### config.mk
export PLATFORM = sky130hd
export DESIGN_NAME = sc_note_match
export DESIGN_NICKNAME = d
export VERILOG_FILES = /design/src/rtl/sc_pkg.sv /design/src/rtl/sc_note_fifo.sv /design/src/rtl/sc_note_match.sv
export SDC_FILE = /design/constraint.sdc
export NUM_CORES = 1
export LEC_CHECK = 0
export CORE_ASPECT_RATIO = 1.2
export CORE_UTILIZATION = 55
export CTS_CLUSTER_SIZE = 8
export DETAILED_ROUTE_END_ITERATION = 8
export PLACE_DENSITY = 0.74
export SKIP_CTS_REPAIR_TIMING = 1
export SLEW_MARGIN = 20
export SYNTH_ARGS = -nofsm -noshare
export SYNTH_HDL_FRONTEND = slang
export SYNTH_SLANG_ARGS = --single-unit
### constraint.sdc
create_clock -name clk -period 8.86 [get_ports clk]
set_input_delay 0.886 -clock clk [delete_from_list [all_inputs] [get_ports clk]]
set_output_delay 0.886 -clock clk [all_outputs]
set_load 0.1 [all_outputs]
### src/rtl/sc_pkg.sv
// sc_pkg: types shared by the note matcher and the scorer.
//   TICK_W  - width of song-time / note-time values, in 10 ms ticks
//   LANE_W  - width of a fret lane index
//   note_t  - one pending chart note {lane, target tick}
//   state_e - song transport state
package sc_pkg;
  localparam int TICK_W = 16;
  localparam int LANE_W = 3;

  typedef struct packed {
    logic [LANE_W-1:0] lane;
    logic [TICK_W-1:0] tgt;
  } note_t;

  typedef enum logic [1:0] {
    ST_IDLE  = 2'd0,
    ST_RUN   = 2'd1,
    ST_PAUSE = 2'd2
  } state_e;

  function automatic logic [TICK_W-1:0] abs_diff(input logic [TICK_W-1:0] a,
                                                 input logic [TICK_W-1:0] b);
    return (a >= b) ? (a - b) : (b - a);
  endfunction
endpackage

### src/rtl/sc_note_fifo.sv
// sc_note_fifo: synchronous show-ahead FIFO of pending chart notes.
//   clk, rst_n : clock, async active-low reset
//   clr_i      : flush (wins over push/pop that cycle)
//   push_i     : write din_i (ignored when full)
//   din_i      : note to store
//   pop_i      : drop head (ignored when empty)
//   head_o     : oldest stored note, valid while !empty_o
//   full_o     : no free entry
//   empty_o    : no stored note
module sc_note_fifo
  import sc_pkg::*;
#(
  parameter int DEPTH = 8
) (
  input  logic  clk,
  input  logic  rst_n,
  input  logic  clr_i,
  input  logic  push_i,
  input  note_t din_i,
  input  logic  pop_i,
  output note_t head_o,
  output logic  full_o,
  output logic  empty_o
);
  localparam int AW = $clog2(DEPTH);

  note_t         mem_q [DEPTH];
  logic [AW:0]   wr_q, rd_q;
  logic          do_push, do_pop;

  // Extra pointer bit tells full from empty when the indices coincide.
  assign empty_o = (wr_q == rd_q);
  assign full_o  = (wr_q[AW] != rd_q[AW]) && (wr_q[AW-1:0] == rd_q[AW-1:0]);
  assign head_o  = mem_q[rd_q[AW-1:0]];

  assign do_push = push_i && !full_o && !clr_i;
  assign do_pop  = pop_i && !empty_o && !clr_i;

  always_ff @(posedge clk or negedge rst_n) begin
    if (!rst_n) begin
      wr_q <= '0;
      rd_q <= '0;
    end else if (clr_i) begin
      wr_q <= '0;
      rd_q <= '0;
    end else begin
      if (do_push) wr_q <= wr_q + 1'b1;
      if (do_pop)  rd_q <= rd_q + 1'b1;
    end
  end

  always_ff @(posedge clk) begin
    if (do_push) mem_q[wr_q[AW-1:0]] <= din_i;
  end
endmodule

### src/rtl/sc_note_match.sv
// sc_note_match: song clock + fret-press matcher against the head chart note.
//   clk, rst_n       : clock, async active-low reset
//   start_i/pause_i/clear_i : transport pulses (clear outranks the others)
//   note_valid_i/note_ready_o, note_lane_i, note_time_i : chart note push
//   btn_i            : raw asynchronous fret buttons
//   en_o, dt_o       : one-cycle hit strobe and |song_time - note_time|
//   miss_o           : one-cycle strobe, head note expired unplayed
//   lane_out_o       : lane of the last retired note
//   song_time_o      : current tick count (saturating)
//   running_o        : transport in RUN
module sc_note_match
  import sc_pkg::*;
#(
  parameter int TICK_DIV = 1_000_000,
  parameter int WINDOW   = 100,
  parameter int DEPTH    = 8,
  parameter int LANES    = 5
) (
  input  logic              clk,
  input  logic              rst_n,
  input  logic              start_i,
  input  logic              pause_i,
  input  logic              clear_i,
  input  logic              note_valid_i,
  output logic              note_ready_o,
  input  logic [LANE_W-1:0] note_lane_i,
  input  logic [TICK_W-1:0] note_time_i,
  input  logic [LANES-1:0]  btn_i,
  output logic              en_o,
  output logic [TICK_W-1:0] dt_o,
  output logic              miss_o,
  output logic [LANE_W-1:0] lane_out_o,
  output logic [TICK_W-1:0] song_time_o,
  output logic              running_o
);
  localparam int            PW      = (TICK_DIV > 1) ? $clog2(TICK_DIV) : 1;
  localparam logic [PW-1:0] PRE_MAX = PW'(TICK_DIV - 1);

  state_e            state_q;
  logic [PW-1:0]     pre_q;
  logic [TICK_W-1:0] time_q, dt_q;
  logic [LANE_W-1:0] lane_q;
  logic              en_q, miss_q;

  // Button synchronizers plus one history stage for rising-edge detect.
  logic [LANES-1:0] sync1_q, sync2_q, hist_q, press;

  always_ff @(posedge clk or negedge rst_n) begin
    if (!rst_n) begin
      sync1_q <= '0;
      sync2_q <= '0;
      hist_q  <= '0;
    end else begin
      sync1_q <= btn_i;
      sync2_q <= sync1_q;
      hist_q  <= sync2_q;
    end
  end

  assign press = sync2_q & ~hist_q;

  // Lowest-index press wins; the others are dropped this cycle.
  logic              press_any;
  logic [LANE_W-1:0] press_lane;
  always_comb begin
    press_any  = 1'b0;
    press_lane = '0;
    for (int i = LANES - 1; i >= 0; i--) begin
      if (press[i]) begin
        press_any  = 1'b1;
        press_lane = LANE_W'(i);
      end
    end
  end

  note_t head, din;
  logic  full, empty, push, pop;

  assign din          = '{lane: note_lane_i, tgt: note_time_i};
  assign note_ready_o = !full;
  assign push         = note_valid_i && !full;

  sc_note_fifo #(.DEPTH(DEPTH)) u_fifo (
    .clk    (clk),
    .rst_n  (rst_n),
    .clr_i  (clear_i),
    .push_i (push),
    .din_i  (din),
    .pop_i  (pop),
    .head_o (head),
    .full_o (full),
    .empty_o(empty)
  );

  // Deadline kept one bit wider so notes near 0xFFFF never wrap early.
  logic [TICK_W:0]   deadline;
  logic [TICK_W-1:0] diff;
  logic              active, expired, do_miss, do_hit;

  assign deadline = {1'b0, head.tgt} + (TICK_W + 1)'(WINDOW);
  assign expired  = {1'b0, time_q} >= deadline;
  assign diff     = abs_diff(time_q, head.tgt);
  assign active   = (state_q == ST_RUN) && !clear_i && !empty;
  assign do_miss  = active && expired;
  assign do_hit   = active && !expired && press_any && (press_lane == head.lane) &&
                    (diff < TICK_W'(WINDOW));
  assign pop      = do_miss || do_hit;

  always_ff @(posedge clk or negedge rst_n) begin
    if (!rst_n) begin
      state_q <= ST_IDLE;
      pre_q   <= '0;
      time_q  <= '0;
      en_q    <= 1'b0;
      miss_q  <= 1'b0;
      dt_q    <= '0;
      lane_q  <= '0;
    end else begin
      en_q   <= do_hit;
      miss_q <= do_miss;
      if (do_hit) dt_q <= diff;
      if (pop)    lane_q <= head.lane;

      if (clear_i) begin
        state_q <= ST_IDLE;
        pre_q   <= '0;
        time_q  <= '0;
      end else begin
        unique case (state_q)
          ST_IDLE:  if (start_i) state_q <= ST_RUN;
          ST_RUN: begin
            // The pause edge itself does not advance the prescaler.
            if (pause_i) begin
              state_q <= ST_PAUSE;
            end else if (pre_q == PRE_MAX) begin
              pre_q <= '0;
              if (time_q != '1) time_q <= time_q + 1'b1;
            end else begin
              pre_q <= pre_q + 1'b1;
            end
          end
          ST_PAUSE: if (pause_i) state_q <= ST_RUN;
          default:  state_q <= ST_IDLE;
        endcase
      end
    end
  end

  assign en_o        = en_q;
  assign miss_o      = miss_q;
  assign dt_o        = dt_q;
  assign lane_out_o  = lane_q;
  assign song_time_o = time_q;
  assign running_o   = (state_q == ST_RUN);
endmodule
Word level (Yosys, flattened, before mapping)
Memories as Yosys holds them, arrays and structs flattened.
Index checks and enable logic that the tools add are counted.
Widths: inputs -> output; s select.
Cells by class
  $add $sub $neg: 7
  order comparisons: 3
  equality and inequality tests: 12
  muxes and demuxes: 31
  bitwise operators: 2
  reductions and logical operators: 27
Operators by type and width (count)
  $mux 16: 6
  $mux 20: 4
  $sub 16x16->16: 2
  $add 20x1->20 const B: 1
  $eq 20x20->1 const B: 1
  $add 16x7->17 const B: 1
  $ge 16x17->1: 1
  $add 16x1->16 const B: 1
  $ge 16x16->1: 1
  $lt 16x7->1 const B: 1
  $mux 4: 4
  $ne 16x16->1 const B: 1
  $mux 3: 5
  $logic_and 1x1->1: 13
  $reduce_bool 2->1: 5
  $ne 3x3->1 const B: 3
  $add 4x1->4 const B: 2
  $mux 2: 4
  $mux 1: 7
  $eq 3x3->1: 2
  $pmux 2 s3: 1
  $and 5x5->5: 1
  $not 5->5: 1
  $eq 4x4->1: 1
  other kinds (10): 13
Storage, ports and cells
  bits in registers: 82
  RAM bits: 152
  bits of input ports: 30
  output and inout port bits: 39
  memories kept: 1
Memories
  u_fifo.mem_q: words 8, width 19, rd ports 1, clocked after memory_dff 0, write ports 1, line sc_note_fifo.sv:27  | note_t mem_q [DEPTH];

Logic depth before layout (Yosys ltp)
  word-level depth: 15
  gate-level depth with buffers: 23
  gate-level depth less buffers: 18

By module
A second synthesis with hierarchy kept.
Unflattened totals
  cell total of the unflattened synthesis: 942
  area total of the unflattened synthesis: 12150.4 µm²
By module, submodules not included
  sc_note_fifo: times used 1, cells each 300, area each 6552.5 µm², sequential area each 4764.6 µm²
  sc_note_match: times used 1, cells each 642, area each 5597.9 µm², sequential area each 1851.8 µm²

Worst setup path before layout
No wires, ideal clock.
  path kind: reg-to-reg
  from: register u_fifo.rd_q[0]
  to: register lane_q[0], in the netlist lane_out_o[0]
  setup time: 128 ps
  arrival: 5075 ps
  required time: 8732 ps
  path slack: 3656 ps
  cell stages (with the launch flop): 19
  path buffers: 4
  path through: dfrtp_1 -> clkbuf_8 -> buf_8 -> buf_2 -> buf_2 -> mux4_2 -> mux2i_1 -> inv_1 -> ha_1 -> nand2_1 -> a311o_1 -> a2111oi_4 -> nor2_2 -> o311a_1 -> a311oi_1 -> xnor2_1 -> inv_2 -> a21oi_2 -> mux2_1
On the way
  longest elaborated chain between the ends: 9
  elaborated cells between the ends (all ways): 19
RTL lines
  start: declaration: line sc_note_fifo.sv:28  | logic [AW:0] wr_q, rd_q;
  start signal: assignment: line sc_note_fifo.sv:48  | if (do_pop) rd_q <= rd_q + 1'b1;
  $mem_v2 8x19
  $add 16x7->17: line sc_note_match.sv:100  | assign deadline = {1'b0, head.tgt} + (TICK_W + 1)'(WINDOW);
  $ge 16x17->1: line sc_note_match.sv:101  | assign expired = {1'b0, time_q} >= deadline;
  $logic_not 1->1: line sc_note_match.sv:105  | assign do_hit = active && !expired && press_any && (press_lane == head.lane) &&
  $logic_and 1x1->1 (4 in a row): line sc_note_match.sv:105
  $logic_or 1x1->1: line sc_note_match.sv:107  | assign pop = do_miss || do_hit;
  end signal: assignment: line sc_note_match.sv:122  | if (pop) lane_q <= head.lane;
  end: declaration: line sc_note_match.sv:42  | logic [LANE_W-1:0] lane_q;
Parallel ways exist; a longest one is shown, timed or not.
A chain may end at the register's enable or synchronous reset.

Final worst setup path
Same ends and word-level chain as after synthesis.

==> out/qor.yml <==
clock_network:
  cts_made_buffers: 35
  htreeDepth: 2
  cts_tree: "yes"
  cts_buffer_depth: 3
  cts-root-buf: "clkbuf_16"
  cts_sinks: 234
  clk_pin_slew_ns: 0.06
  insertion_delay_ns: 0.52
worst_setup_path:
  cp-start-kind: "register"
  cp.depth: 13
  worstSetupEndpointType: "register"
  crit_family: "compound AO/OA/AOI/OAI gates"
  cp_max_fo: 34
  crit_type: "register to register"
  path_buf_inv: 1
  cp_cell_sequence: "mux4_2 > mux2_2 > ha_1 > nand4_1 > or3_1 > o211ai_1 > nor2_2 > o311a_1 > a311oi_1 > xnor2_1 > inv_2 > a21oi_2 > mux2_1"
  cp-startpoint: "u_fifo.rd_q[0]$_DFFE_PN0P_"
  crit_path_end: "lane_out_o[0]$_DFFE_PN0P_"
  ff2ff_setup_slack_ns: 2.77
  critPathSlowestCell: "dfrtp_2"
  crit_path_max_incr_delay_ns: 1.08
  reg2reg_from: "u_fifo.rd_q[0]$_DFFE_PN0P_"
  critPathRequiredTime_ns: 9.24
  worst-r2r-cell-count: 13
  r2r-end: "lane_out_o[0]$_DFFE_PN0P_"
  crit_arrival_ns: 6.47
final_layout:
  fin_nets: 1111
  syn2layout_area_growth_pct: 16.04
  drive_gt1_frac: 0.1200
  stdcell_area_um2: 13960
  final_util: 0.6590
  antenna_cells: 0
logic_synthesis:
  synth_area_leaders: "edfxtp_1 38%, dfrtp_1 17%, mux4_2 5.6%"
  synth_cell_type_count: 95
  yosys.area.top_type_share: 0.3793
  synthCells: 947
  synth_fp_nets: 1030
  ys_seq_elements: 234
  syn_area_um2: 12030
  synthFlopType: "edfxtp_1"
  yosysMostFrequentCell: "edfxtp_1"
  synth_top_cell_by_area: "edfxtp_1"
  ys_warn_count: 0
  synth_edf_count: 152
  yosys-top-cells-count: "152 x edfxtp_1, 82 x dfrtp_1, 67 x nor2_1"
  synthArstFlopShare: 0.3504
  syn_avg_cell_area_um2: 12.71
  synth_seq_area_share: 0.5498
timing:
  hold_viol: 0
  rsz0062_at_grt: "false"
  slew_violations: 0
  hold_ws_ns: 0.3452
  clock_skew_ns: 0.02591
  setup_viol: 0
  slew_headroom: 0.2770
  fmax_ghz: 0.1643
  worstMarginPinSlew_ns: 1.085
  fin_crit_sh: 0.6872
  final.setup.tns_ns: 0
  min_period_ns: 6.088
floorplanning:
  rows: 58
  die_area_um2: 22480
  die_x_um: 137.0
  dieHeight_um: 164.0
  coreArea_um2: 21190
  io_pins: 69
  start_util: 0.5679
hold_path:
  hp-start: "sync1_q[0]$_DFF_PN0_"
  hold_path_class: "register to register"
power_and_ir_drop:
  power_mw: 3.219
  p_leak_nw: 5.449
  ir_worst_vdd_mv: 0.1822
  p_per_area_nw_per_um2: 230.5
detailed_routing:
  ant_nets: 0
  drc_errors: 0
  vias: 8077
  routed_wl_um: 27980
  dr.pass1.iters: 7
  viasPerCell: 6.119
  wl_per_cell_um: 21.19
  dr.first_iter.drc_count: 708
placed_design:
  dp_hpwl_um: 18840
  gp_congestion: 0.9873
  io_buffers: 68
  place_area_um2: 12950
global_routing:
  grt_pass1_vias: 8154
  grt_max_degree: 83
  grt_pass1_wl_um: 43880
  track_usage: 0.2624
  overflow: 0
  antenna_found_initial: 0
status:
  status: "finished clean"
job:
  cap_violations: 0
-- cell type report --
cell class,instances,area [um2]
clock buffers,55,972.2
clock inverters,4,35.03
fillers,1565,7226
inverters,52,195.2
multi-input cells,626,5041
flip-flops and latches,234,6619
well taps,270,337.8
repair buffers,79,764.5
-- layer usage --
layer,wire length [um],track usage,up-vias,part of all wire
met5,0,0,-,0
met4,1105,0.1219,0,0.039
met3,1540,0.04414,73,0.055
met2,13920,0.4396,289,0.50
met1,11420,0.3316,3998,0.41
li1,-,-,3717,-
-- flip-flops by register name (all words and copies together) (netlist names) --
| name | count |
|---|---|
| miss_o | 1 |
| sync2_q | 5 |
| state_q | 2 |
| pre_q | 20 |
| sync1_q | 5 |
| u_fifo.mem_q | 152 |
| u_fifo.wr_q | 4 |
| en_o | 1 |
| dt_o | 16 |
| song_time_o | 16 |
| hist_q | 5 |
| u_fifo.rd_q | 4 |
| lane_out_o | 3 |
-- placed cells by master, fill, tap and decap left out, types with 7 or more instances in the layout --
| master | n |
|---|---|
| and2_1 | 15 |
| mux2i_1 | 30 |
| clkdlybuf4s50_1 | 67 |
| mux4_2 | 30 |
| buf_4 | 11 |
| clkbuf_1 | 19 |
| o21ai_0 | 28 |
| inv_1 | 50 |
| or3_1 | 9 |
| nand4_1 | 12 |
| xnor2_1 | 29 |
| nand3_1 | 28 |
| nand2_1 | 60 |
| a21o_1 | 13 |
| clkbuf_16 | 36 |
| nor2_1 | 66 |
| o21a_1 | 7 |
| and3_1 | 11 |
| mux2_2 | 8 |
| xor2_1 | 15 |
| nor2b_1 | 12 |
| ha_1 | 51 |
| dfrtp_1 | 80 |
| a21oi_1 | 46 |
| edfxtp_1 | 152 |
| nor3_1 | 24 |
-- worst min path at each step --
| stage | endpoint | cells past startpoint |
|---|---|---|
| finish | sync2_q[0]$_DFF_PN0_ | 0 |
| global route | sync2_q[0]$_DFF_PN0_ | 0 |
| CTS | sync2_q[0]$_DFF_PN0_ | 0 |
| detailed placement | sync2_q[0]$_DFF_PN0_ | 0 |
| global placement | sync2_q[1]$_DFF_PN0_ | 0 |
| floorplan | sync2_q[0]$_DFF_PN0_ | 0 |
-- power by group --
| part | total, mW | internal [mW] | switching [mW] |
|---|---|---|---|
| Sequential | 1.22 | 1.20 | 0.0182 |
| Combinational | 0.795 | 0.301 | 0.494 |
| Clock | 1.21 | 0.748 | 0.458 |
-- cells by family after synthesis --
| kind of cell | Yosys count | synth area share |
|---|---|---|
| buffers and inverters | 87 | 0.03369 |
| AOI/OAI and AO/OA | 162 | 0.09202 |
| muxes | 77 | 0.1045 |
| adders and majority gates | 53 | 0.05635 |
| and+or+nand+nor | 289 | 0.1293 |
| DFF | 234 | 0.5498 |
| xor gates and xnor gates | 45 | 0.03431 |
-- per-stage QoR --
step                std cells  setup WS, ns
floorplan                 947         3.656
global placement         1261         2.982
detailed placement       1261         2.877
CTS                      1320         2.842
global route             1320         2.376
finish                   1320         2.772
(Power assumes the default switching activity.)
